`src/rtl/timer_ctrl.sv`:
```
// Programmable timer sequencer driving one loadable 8-bit counter (load / prescaled enable / match / done).
// Optional capture port pair is built only when TIMER_CTRL_CAPTURE_EN is defined.
module timer_ctrl #(
    parameter int WIDTH = 8,
    parameter int PW    = 4
) (
    input  logic             clk_i,
    input  logic             rst_i,
    input  logic             start_i,
    input  logic             stop_i,
    input  logic             mode_i,
    input  logic [WIDTH-1:0] load_val_i,
    input  logic [WIDTH-1:0] match_val_i,
    input  logic [PW-1:0]    presc_i,
    input  logic [WIDTH-1:0] cnt_dat_i,
`ifdef TIMER_CTRL_CAPTURE_EN
    input  logic             capture_i,
    output logic [WIDTH-1:0] cap_o,
`endif
    output logic             cnt_clr_o,
    output logic             cnt_en_o,
    output logic             cnt_we_o,
    output logic [WIDTH-1:0] cnt_dat_o,
    output logic             busy_o,
    output logic             done_o
);

    typedef enum logic [1:0] {
        IDLE = 2'd0,
        LOAD = 2'd1,
        RUN  = 2'd2,
        CLR  = 2'd3
    } state_e;

    state_e           state_q, state_d;
    logic             mode_q, mode_d;
    logic [WIDTH-1:0] load_q, load_d;
    logic [WIDTH-1:0] match_q, match_d;
    logic [PW-1:0]    presc_q, presc_d;
    logic [PW-1:0]    pc_q, pc_d;
    logic             done_q, done_d;
    logic             tick;
    logic             match;

    assign tick  = (pc_q == presc_q);
    assign match = (cnt_dat_i == match_q);

    always_ff @(posedge clk_i) begin
        if (rst_i) begin
            state_q <= IDLE;
            mode_q  <= 1'b0;
            load_q  <= '0;
            match_q <= '0;
            presc_q <= '0;
            pc_q    <= '0;
            done_q  <= 1'b0;
        end else begin
            state_q <= state_d;
            mode_q  <= mode_d;
            load_q  <= load_d;
            match_q <= match_d;
            presc_q <= presc_d;
            pc_q    <= pc_d;
            done_q  <= done_d;
        end
    end

    always_comb begin
        state_d   = state_q;
        mode_d    = mode_q;
        load_d    = load_q;
        match_d   = match_q;
        presc_d   = presc_q;
        pc_d      = '0;
        done_d    = 1'b0;
        cnt_clr_o = 1'b0;
        cnt_en_o  = 1'b0;
        cnt_we_o  = 1'b0;
        busy_o    = (state_q != IDLE);
        case (state_q)
            IDLE: begin
                if (start_i && !stop_i) begin
                    mode_d  = mode_i;
                    load_d  = load_val_i;
                    match_d = match_val_i;
                    presc_d = presc_i;
                    state_d = LOAD;
                end
            end
            LOAD: begin
                cnt_we_o = 1'b1;
                state_d  = stop_i ? CLR : RUN;
            end
            RUN: begin
                pc_d     = tick ? '0 : pc_q + 1'b1;
                // Gating with match keeps the counter parked on the terminal value.
                cnt_en_o = tick & ~match;
                done_d   = match;
                if (stop_i)
                    state_d = CLR;
                else if (match)
                    state_d = mode_q ? LOAD : IDLE;
            end
            CLR: begin
                cnt_clr_o = 1'b1;
                state_d   = IDLE;
            end
            default: state_d = IDLE;
        endcase
    end

    assign cnt_dat_o = load_q;
    assign done_o    = done_q;

`ifdef TIMER_CTRL_CAPTURE_EN
    logic [WIDTH-1:0] cap_q, cap_d;

    always_comb begin
        cap_d = cap_q;
        if (capture_i && busy_o)
            cap_d = cnt_dat_i;
    end

    always_ff @(posedge clk_i) begin
        if (rst_i)
            cap_q <= '0;
        else
            cap_q <= cap_d;
    end

    assign cap_o = cap_q;
`endif

endmodule

```
`config.mk`:
```
export PLATFORM = sky130hd
export DESIGN_NAME = timer_ctrl
export DESIGN_NICKNAME = d
export VERILOG_FILES = /design/src/rtl/timer_ctrl.sv
export SDC_FILE = /design/constraint.sdc
export NUM_CORES = 1
export LEC_CHECK = 0
export CORE_UTILIZATION = 38
export CTS_BUF_LIST = sky130_fd_sc_hd__clkbuf_8 sky130_fd_sc_hd__clkbuf_16
export CTS_CLUSTER_DIAMETER = 80
export DETAILED_ROUTE_END_ITERATION = 6
export PLACE_DENSITY = 0.74
export SYNTH_ARGS = -nofsm -noshare
export SYNTH_HDL_FRONTEND = slang
export SYNTH_SLANG_ARGS = --single-unit
```
`constraint.sdc`:
```
create_clock -name clk_i -period 1.4 [get_ports clk_i]
set_input_delay 0.28 -clock clk_i [delete_from_list [all_inputs] [get_ports clk_i]]
set_output_delay 0.28 -clock clk_i [all_outputs]
set_load 0.005 [all_outputs]
```
== Yosys cells after proc, flatten, opt, wreduce, memory -nomap -nowiden ==
Index checks and enable logic that the tools add are counted.
Operators by class
  shift-type cells: 0
  bitwise gates (word level): 3
  mux-type cells: 9
  equal/unequal tests: 7
  multipliers: 0
  reductions and logical operators: 8
  $add $sub $neg: 1
  magnitude comparators: 0
  divide/modulo/power cells: 0
Operators by type and width (number)
  == test 8 bit: 1
  case mux 2 bit (4 select lines): 1
  2-to-1 mux 2 bit: 3
  2-to-1 mux 1 bit: 5
  adder 4 x 1 -> 4 bit (second input constant): 1
  == test 2 bit (second input constant): 2
  == test 4 bit: 1
  AND reduction 2 bit: 2
  inequality test 3 bit (second input constant): 1
  OR reduction 3 bit: 1
  == test 2 x 1 -> 1 bit (second input constant): 1
  logical NOT 2 bit: 1
  inequality test 2 bit (second input constant): 1
  inverter 1 bit: 2
  nonzero test 2 bit: 1
  OR reduction 2 bit: 1
  AND 1 bit: 1
  logical AND 1 bit: 1
  logical NOT 1 bit: 1
Storage, ports and cells
  word-level logic and storage cells: 35
  output and inout bits: 13
  input bits: 33
  register bits: 28
  memories: 0
  bits in read-only memories: 0
  RAM bits: 0
  latch bits: 0

== Logic depth before layout (Yosys ltp) ==
Gate-level depths: netlist of run 1.
  depth in word-level cells: 4
  mapped depth: 5
  gate-level depth less buffers: 4

== Least setup slack after synthesis of run 1 ==
No wires, ideal clock.
  path kind: reg-to-reg
  from: reg state_q[0]
  to: reg load_q[1] (netlist: cnt_dat_o[1])
  period minus slack after synthesis: 1.356 ns
  data arrival time: 1.223 ns
  library setup time: 0.132 ns
  stages on the path, launching flop included: 6
  buffers on the path: 1
  required time: 1.268 ns
  path slack: 0.044 ns
  path through: dfxtp_1 or2_4 or3b_4 buf_6 nand2_1 a21oi_1
On the way
  cells in the longest elaborated chain, start to end: 2
RTL lines
  from (decl): line 35  | state_e state_q, state_d;
  from (signal assigned): line 58  | state_q <= state_d;
  logical NOT 2 bit: line 80  | case (state_q)
  AND reduction 2 bit (no source line)
  to (signal assigned): line 60  | load_q <= load_d;
  to (decl): line 37  | logic [WIDTH-1:0] load_q, load_d;
Every way passes these cells.
A chain may end at the register's enable or synchronous reset.

== Worst setup path in the final report of run 1 ==
  from: reg match_q[7]
  to: out cnt_en_o
On the way
  cells in the longest elaborated chain, start to end: 4
RTL lines
  from (decl): line 38  | logic [WIDTH-1:0] match_q, match_d;
  from (signal assigned): line 61  | match_q <= match_d;
  == test 8 bit: line 46  | assign match = (cnt_dat_i == match_q);
  inverter 1 bit: line 97  | cnt_en_o = tick & ~match;
  AND 1 bit: line 97
  2-to-1 mux 1 bit: line 80
  to (decl): line 21  | output logic cnt_en_o,
Every way passes these cells.

==> summary.md, run 1 <==
| Metric | Value |
|---|---|
| Status | complete, but fails checks |
| Failing checks | DRC, setup timing |
| Port Buffers | 45 |
| FF-to-FF Start | match_q[7]$_SDFFE_PP0P_ |
| Critical path launch point type | flop |
| Clk network pwr share | 33.2% |
| Post-route ant nets | 0 |
| Cell variety after synth | 26 |
| Critical path required time | 1.12 ns |
| Final hold vios | 0 |
| Reg2Reg Capture Point | state_q[0]$_SDFFE_PP0P_ |
| GRT Overall Usage | 19.93% |
| H-tree depth | 1 |
| Simple-gate portion of the synthesized area | 25.05% |
| Psw | 0.4325 mW |
| YS warnings | 0 |
| Largest net degree at the start of global routing | 22 |
| Total Power | 1.872 mW |
| Setup ws final | -0.4412 ns |
| Min-delay src | cnt_dat_o[7]$_SDFFE_PP0P_ |
| First-pass GRT wire length | 5050 µm |
| CTS Hold Bufs | 0 |
| Num CTS Buffers | 3 |
| Initial DRC count | 24 |
| Slew headroom | 74.69% |
| Clock slew at reported path FFs | 0.09 ns |
| Post-DP HPWL | 2201 µm |
| Area share of fa/ha/maj cells after synthesis | 1.066% |
| Worst EP arrival | 1.56 ns |
| Core Util, Final | 68.16% |
| GRT overflow | 0 |
| Cell Int Power | 1.440 mW |
| Die ar. | 3315 µm² |
| Leakage power | 0.8858 nW |
| TNS Setup | -0.4607 ns |
| Worst IR Drop VDD | 0.7487 mV |
| Nets@finish | 240 |
| Final wirelength | 3227 µm |
| WHS Path Cells | 2 |
| Seq/Total Area, Yosys | 47.76% |
| Die W | 57.58 µm |
| # rows | 19 |
| Post-synth EDFFs | 0 |
| RSZ-0062 raised after global routing | yes |
| #FFs+latches synth | 28 |
| Initial antenna violation count | 0 |
| Fraction of layout cells with a size suffix above 1 | 25.85% |
| Clock Skews | 0.004510 ns |
| Die height | 57.58 µm |
| Post-Synthesis Cell Area | 1174 µm² |
| Max Freq | 0.5431 GHz |
| Largest family of logic cells by synthesized area | simple AND/OR/NAND/NOR gates |
| Clk sinks | 28 |
| Area Overhead vs Synth | 64.29% |
| Period utilisation layout | 131.5% |
| Synth Area in XOR/XNOR | 10.45% |
| Initial Utilization | 41.49% |
| Syn_area_per_cell | 8.265 µm² |
| FF-to-FF path depth | 5 |
| # diodes | 0 |
| Logic pwr share | 20.6% |
| Area of the core | 2829 µm² |
| Critical-path maximum fanout | 2 |
| Syn Inst Count | 142 |
| Slew Viols, Final | 0 |
| Clock buffer depth | 2 |
| Minimum clock period | 1.841 ns |
| Vias/cell | 5.051 |
| Critical path endpoint category | output pin |
| Worst hold endpoint | cnt_dat_o[7]$_SDFFE_PP0P_ |
| Worst Tran Pin Value | 0.3765 ns |
| Power per Cell Area | 971.1 nW/µm² |
| Vias | 1,192 |
| DRC viols | 3 |
| Crit. Startpoint | match_q[7]$_SDFFE_PP0P_ |
| TritonCTS clock tree | built |
| Finish-stage setup viols | 2 |
| Clock root buffer | clkbuf_8 |
| Post-synth ARST share | 0% |
| Vias in the first global route | 1,159 |
| Max Cap Viol | 0 |
| Category of the most critical setup path | reg2out |
| Clock Latency Late Sink | 0.27 ns |
| Syn_nets | 176 |
| WL per Instance | 13.67 µm |
| 1st-pass router iterations | 6 |
| Placer congestion estimate | 0.7208 |
| Hold Path Class | reg2reg |
| Compound-gate portion of the synthesized area | 11.62% |
| I/O Pins | 46 |
| Sw Share | 23.10% |
| Reg power frac | 46.2% |
| Mux contribution to synthesized area | 0% |
| R2r setup slk | -0.02 ns |
| Post-synth top flop | dfxtp_1 |
synth_stat cells (all sizes together) (2+ instances only):
| cell type | n | share of area, % |
|---|---|---|
| nor4 | 2 | 1.1 |
| nand2 | 44 | 14 |
| and2 | 2 | 1.1 |
| a21oi | 23 | 9.8 |
| nor3 | 2 | 0.85 |
| or3b | 2 | 1.7 |
| xnor2 | 5 | 3.7 |
| xor2 | 9 | 6.7 |
| clkbuf | 3 | 0.96 |
| buf | 4 | 2.8 |
| nor2 | 6 | 1.9 |
| dfxtp | 28 | 48 |
power by group through the flow:
stage          registers, mW  logic, mW  clock network (mW)
6_report               0.864      0.386               0.622
5_1_grt                0.870      0.419               0.673
4_1_cts                0.863      0.373               0.632
3_5_place_dp           0.881      0.350                   0
3_3_place_gp           0.879      0.340                   0
2_1_floorplan          0.878      0.147                   0
logic make-up (layout without fill, tap and decap cells):
| logic type | Yosys count | after routing |
|---|---|---|
| AO/OA/AOI/OAI | 26 | 26 |
| XOR/XNOR | 14 | 14 |
| adder cells (fa/ha/maj) | 1 | 1 |
| buffers and inverters | 8 | 69 |
| flip-flops | 28 | 28 |
| AND/OR/NAND/NOR | 65 | 67 |
worst max-delay path: stages, from the launching register on:
cell and delay (ns):
dfxtp_2 0.35, xor2_2 0.14, nor4_2 0.41, and2_4 0.23, nor3_2 0.04, buf_2 0.12
worst max-delay path by stage:
stage | endpoint | slack (ns)
after floorplan | cnt_dat_o[1]$_SDFFE_PP0P_ | 0.04
after global placement | cnt_en_o | -0.84
after detailed placement | cnt_en_o | -0.89
after CTS | cnt_en_o | -0.38
after global routing | cnt_en_o | -0.49
final | cnt_en_o | -0.44
sequential cells by signal, summed over array words and instances, names as in the netlist:
register / cells
cnt_dat_o: 8
done_o: 1
match_q: 8
mode_q: 1
pc_q: 4
presc_q: 4
state_q: 2
final cells by class:
cell class / instances / area, µm²
Fill cell: 219 / 900.9
Inverter: 1 / 3.754
Timing Repair Buffer: 64 / 594.3
Sequential cell: 28 / 573.1
Clock buffer: 3 / 41.29
Clock inverter: 1 / 30.03
Multi-Input combinational cell: 108 / 646.9
Tap cell: 31 / 38.79
layout by cell type, fill, tap and decap left out, drive strengths merged, types with 4 or more instances in the layout:
cell type      netlist  routed
or3b                 2       4
nor2                 6       6
nand2               44      44
clkdlybuf4s50        0      24
dlymetal6s2s         0       8
clkbuf               3       6
buf                  4      20
xnor2                5       5
xor2                 9       9
dfxtp               28      28
a21oi               23      23
dlygate4sd2          0       9
per-stage QoR:
step	instance area (µm²)	instances	setup slack [ns]	hold WS (ns)
6_report	1928	236	-0.4412	0.4532
3_5_place_dp	1737	225	-0.8857	0.4485
4_1_cts	1864	233	-0.3753	0.4594
2_1_floorplan	1174	142	0.04439	0.4160
5_1_grt	1928	236	-0.4936	0.4777
3_3_place_gp	1737	225	-0.8402	0.4402
routing by layer:
layer,part of all wire [%],global-route usage (%),routed length (µm),vias up
li1,-,-,-,594
met1,40,21.30,1293,554
met2,53,38.37,1720,38
met3,4.6,2.268,147,6
met4,2.0,9.408,65,0
met5,0,0,0,-
what timing repair did:
item,CTS,global route
endpoints found under the setup margin,32,13
setup buffers,3,2
gates cloned,1,1
gates resized for setup,31,23
pin swaps,13,6
Note: power is estimated with default switching activity, not from simulation.
==> run 2: changes to the inputs <==
--- a/config.mk
+++ b/config.mk
@@ -5,6 +5,7 @@
 export SDC_FILE = /design/constraint.sdc
 export NUM_CORES = 1
 export LEC_CHECK = 0
+export CORE_MARGIN = 5
 export CORE_UTILIZATION = 38
 export CTS_BUF_LIST = sky130_fd_sc_hd__clkbuf_8 sky130_fd_sc_hd__clkbuf_16
 export CTS_CLUSTER_DIAMETER = 80
==> run 2 against run 1 <==
The run ends with setup timing left. Highest routed layer unchanged. Via count is 5.5% higher. Clock power is 19% lower. Non-clock buffer count is 2 higher. Count of clock-buffer cells in the layout is 1 higher.
==> summary.md, run 2 (same netlist as run 1, synthesis figures left out) <==
| Metric | Value |
|---|---|
| Total Power | 1.815 mW (-3.1%) |
| Wire length on met3 | 213 µm (+45%) |
| GRT overflow | 0 (unchanged) |
| First-pass GRT wire length | 5306 µm (+5.1%) |
| Final wirelength | 4053 µm (+26%) |
| Final hold vios | 0 (unchanged) |
| Initial DRC count | 40 (+67%) |
| Most frequent cells in the layout | 40 x nand2_1, 25 x clkdlybuf4s50_1, 23 x dfxtp_1 |
| Worst IR Drop VDD | 0.5329 mV (-29%) |
| Top sig layer | met4 |
| Clock Latency Late Sink | 0.27 ns (about the same) |
| Port Buffers | 45 (unchanged) |
| Routed met1 length | 1489 µm (+15%) |
| CP Cell Sequence | clkdlybuf4s50_1, xor2_1, nor4_2, and2_1, nor3_2, buf_2 |
| Max Cap Viol | 0 (unchanged) |
| DRC viols | 0 (-3) |
| Clock slew at reported path FFs | 0.09 ns (about the same) |
| Cell at the slowest stage of the critical path | clkdlybuf4s50_1 |
| Power per Cell Area | 894.2 nW/µm² (-7.9%) |
| Initial Utilization | 39.08% (-2.4 points) |
| Clock root buffer | clkbuf_8 |
| Crit. Startpoint | cnt_dat_i[3] |
| Leakage power | 0.8649 nW (-2.4%) |
| Die height | 65.58 µm (+14%) |
| CTS Hold Bufs | 0 (unchanged) |
| Core Util, Final | 67.58% (-0.57 points) |
| # rows | 20 (+1) |
| # diodes | 0 (unchanged) |
| Period utilisation layout | 125.5% (-6.0 points) |
| RSZ-0062 raised after global routing | yes |
| Critical path endpoint category | output pin |
| Vias/cell | 5.216 (+3.3%) |
| FF-to-FF path depth | 6 (+1) |
| Critical path required time | 1.12 ns (about the same) |
| Die W | 65.58 µm (+14%) |
| Finish-stage setup viols | 3 (+1) |
| Met2 wire length | 2254 µm (+31%) |
| Pre-CTS WS | -0.8431 ns (+0.04263 ns) |
| 1st-pass router iterations | 4 (-2) |
| WL per Instance | 16.82 µm (+23%) |
| Failing checks | setup timing |
| Largest net degree at the start of global routing | 22 (unchanged) |
| Slew Viols, Final | 0 (unchanged) |
| Critical-path maximum fanout | 2 (unchanged) |
| Area of the core | 3003 µm² (+6.1%) |
| GRT Overall Usage | 16.06% (-3.9 points) |
| Minimum clock period | 1.757 ns (-0.08440 ns) |
| Clock Skews | 0.001521 ns (-0.002989 ns) |
| Num CTS Buffers | 3 (unchanged) |
| Post-route ant nets | 0 (unchanged) |
| Post-DP HPWL | 2380 µm (+8.2%) |
| Category of the most critical setup path | in2out |
| Hold Path Class | reg2reg |
| Max Freq | 0.5692 GHz (+4.8%) |
| WHS Path Cells | 2 (unchanged) |
| Fraction of layout cells with a size suffix above 1 | 31.73% (+5.9 points) |
| Worst EP arrival | 1.48 ns (-0.08 ns) |
| Commonest non-fill, non-tap cell in the layout | nand2_1 |
| Vias | 1,257 (+5.5%) |
| Clock buffer depth | 2 (unchanged) |
| Worst Tran Pin Value | 0.3768 ns (+0.0002539 ns) |
| Final Cell Area | 2029 µm² (+5.3%) |
| Setup ws final | -0.3568 ns (+0.08440 ns) |
| R2r setup slk | -0.06 ns (-0.04 ns) |
| Nets@finish | 243 (+1.3%) |
| Clk sinks | 28 (unchanged) |
| FF-to-FF Start | match_q[1]$_SDFFE_PP0P_ |
| Hold WS | 0.4611 ns (+0.007959 ns) |
| Vias in the first global route | 1,210 (+4.4%) |
| Initial antenna violation count | 0 (unchanged) |
| I/O Pins | 46 (unchanged) |
| Area Overhead vs Synth | 72.92% |
| Number of filler cells placed in the layout | 246 (+12%) |
| DP Area | 1747 µm² (+0.58%) |
| Slowest cell delay on critical path | 0.43 ns (+0.02 ns) |
| H-tree depth | 1 (unchanged) |
| Min-delay src | cnt_dat_o[1]$_SDFFE_PP0P_ |
| Slew headroom | 74.84% (+0.15 points) |
| TritonCTS clock tree | built |
| Critical path launch point type | input pin |
| Worst hold endpoint | cnt_dat_o[1]$_SDFFE_PP0P_ |
| Die ar. | 4300 µm² (+30%) |
| Status | complete, but fails checks |
| Reg2Reg Capture Point | state_q[0]$_SDFFE_PP0P_ |
| Placer congestion estimate | 0.7601 (+5.5%) |
run 2: cell types whose count changed in the layout (fill, tap and decap cells not counted), moves of 3 or more:
cell / change
dfxtp_2: -5
a21oi_2: +12
dlygate4sd2_1: +4
a21oi_1: -12
nand2_4: +3
nand2_1: -3
dlymetal6s2s_1: -5
dfxtp_1: +5
run 2: worst max-delay path: cells and delay by family:
family	cells	cell delay (ns)
XOR/XNOR	1	0.17
buffers and inverters	2	0.55
AND/OR/NAND/NOR	3	0.47
run 2: timing repair:
action | 4_1_cts | 5_1_grt
setup buffers | 4 | 1
resized for setup | 36 | 35
cloned | 1 | 4
pin swaps | 9 | 13
endpoints found under the setup margin | 34 | 17
run 2: layer usage:
metal,vias up,track usage (%)
li1,599,-
met1,600,17.37
met2,50,30.09
met3,8,2.222
met4,0,8.031
met5,-,0
run 2: power by group:
group          internal, mW  switching (mW)  total [mW]
combinational         0.247           0.201       0.448
sequential            0.838          0.0255       0.864
clock                 0.252           0.251       0.503
total                  1.34           0.478        1.81
run 2: area by class of cell:
type,instances,area (µm²),share of cell area [%]
inverter,1,3.754,0.1850
clock buffer,4,55.05,2.713
tap,33,41.29,2.035
sequential,28,566.8,27.93
timing repair buffer,66,636.9,31.38
multi-input combinational,109,725.7,35.76
run 2: metrics by stage:
step | TNS [ns] | std cells
4_1_cts | -0.3586 | 237
6_report | -0.4550 | 241
2_1_floorplan | 0 | 142
5_1_grt | -1.002 | 241
3_5_place_dp | -6.063 | 228
3_3_place_gp | -5.171 | 228
run 2: how the worst max path moves through the flow:
| stage | to | slack, ns | depth (start not counted) |
|---|---|---|---|
| 2_1_floorplan | cnt_dat_o[1]$_SDFFE_PP0P_ | 0.04 | 5 |
| 3_3_place_gp | cnt_en_o | -0.79 | 6 |
| 5_1_grt | cnt_en_o | -0.44 | 6 |
| 6_report | cnt_en_o | -0.36 | 6 |
| 3_5_place_dp | cnt_en_o | -0.84 | 6 |
| 4_1_cts | cnt_en_o | -0.36 | 5 |
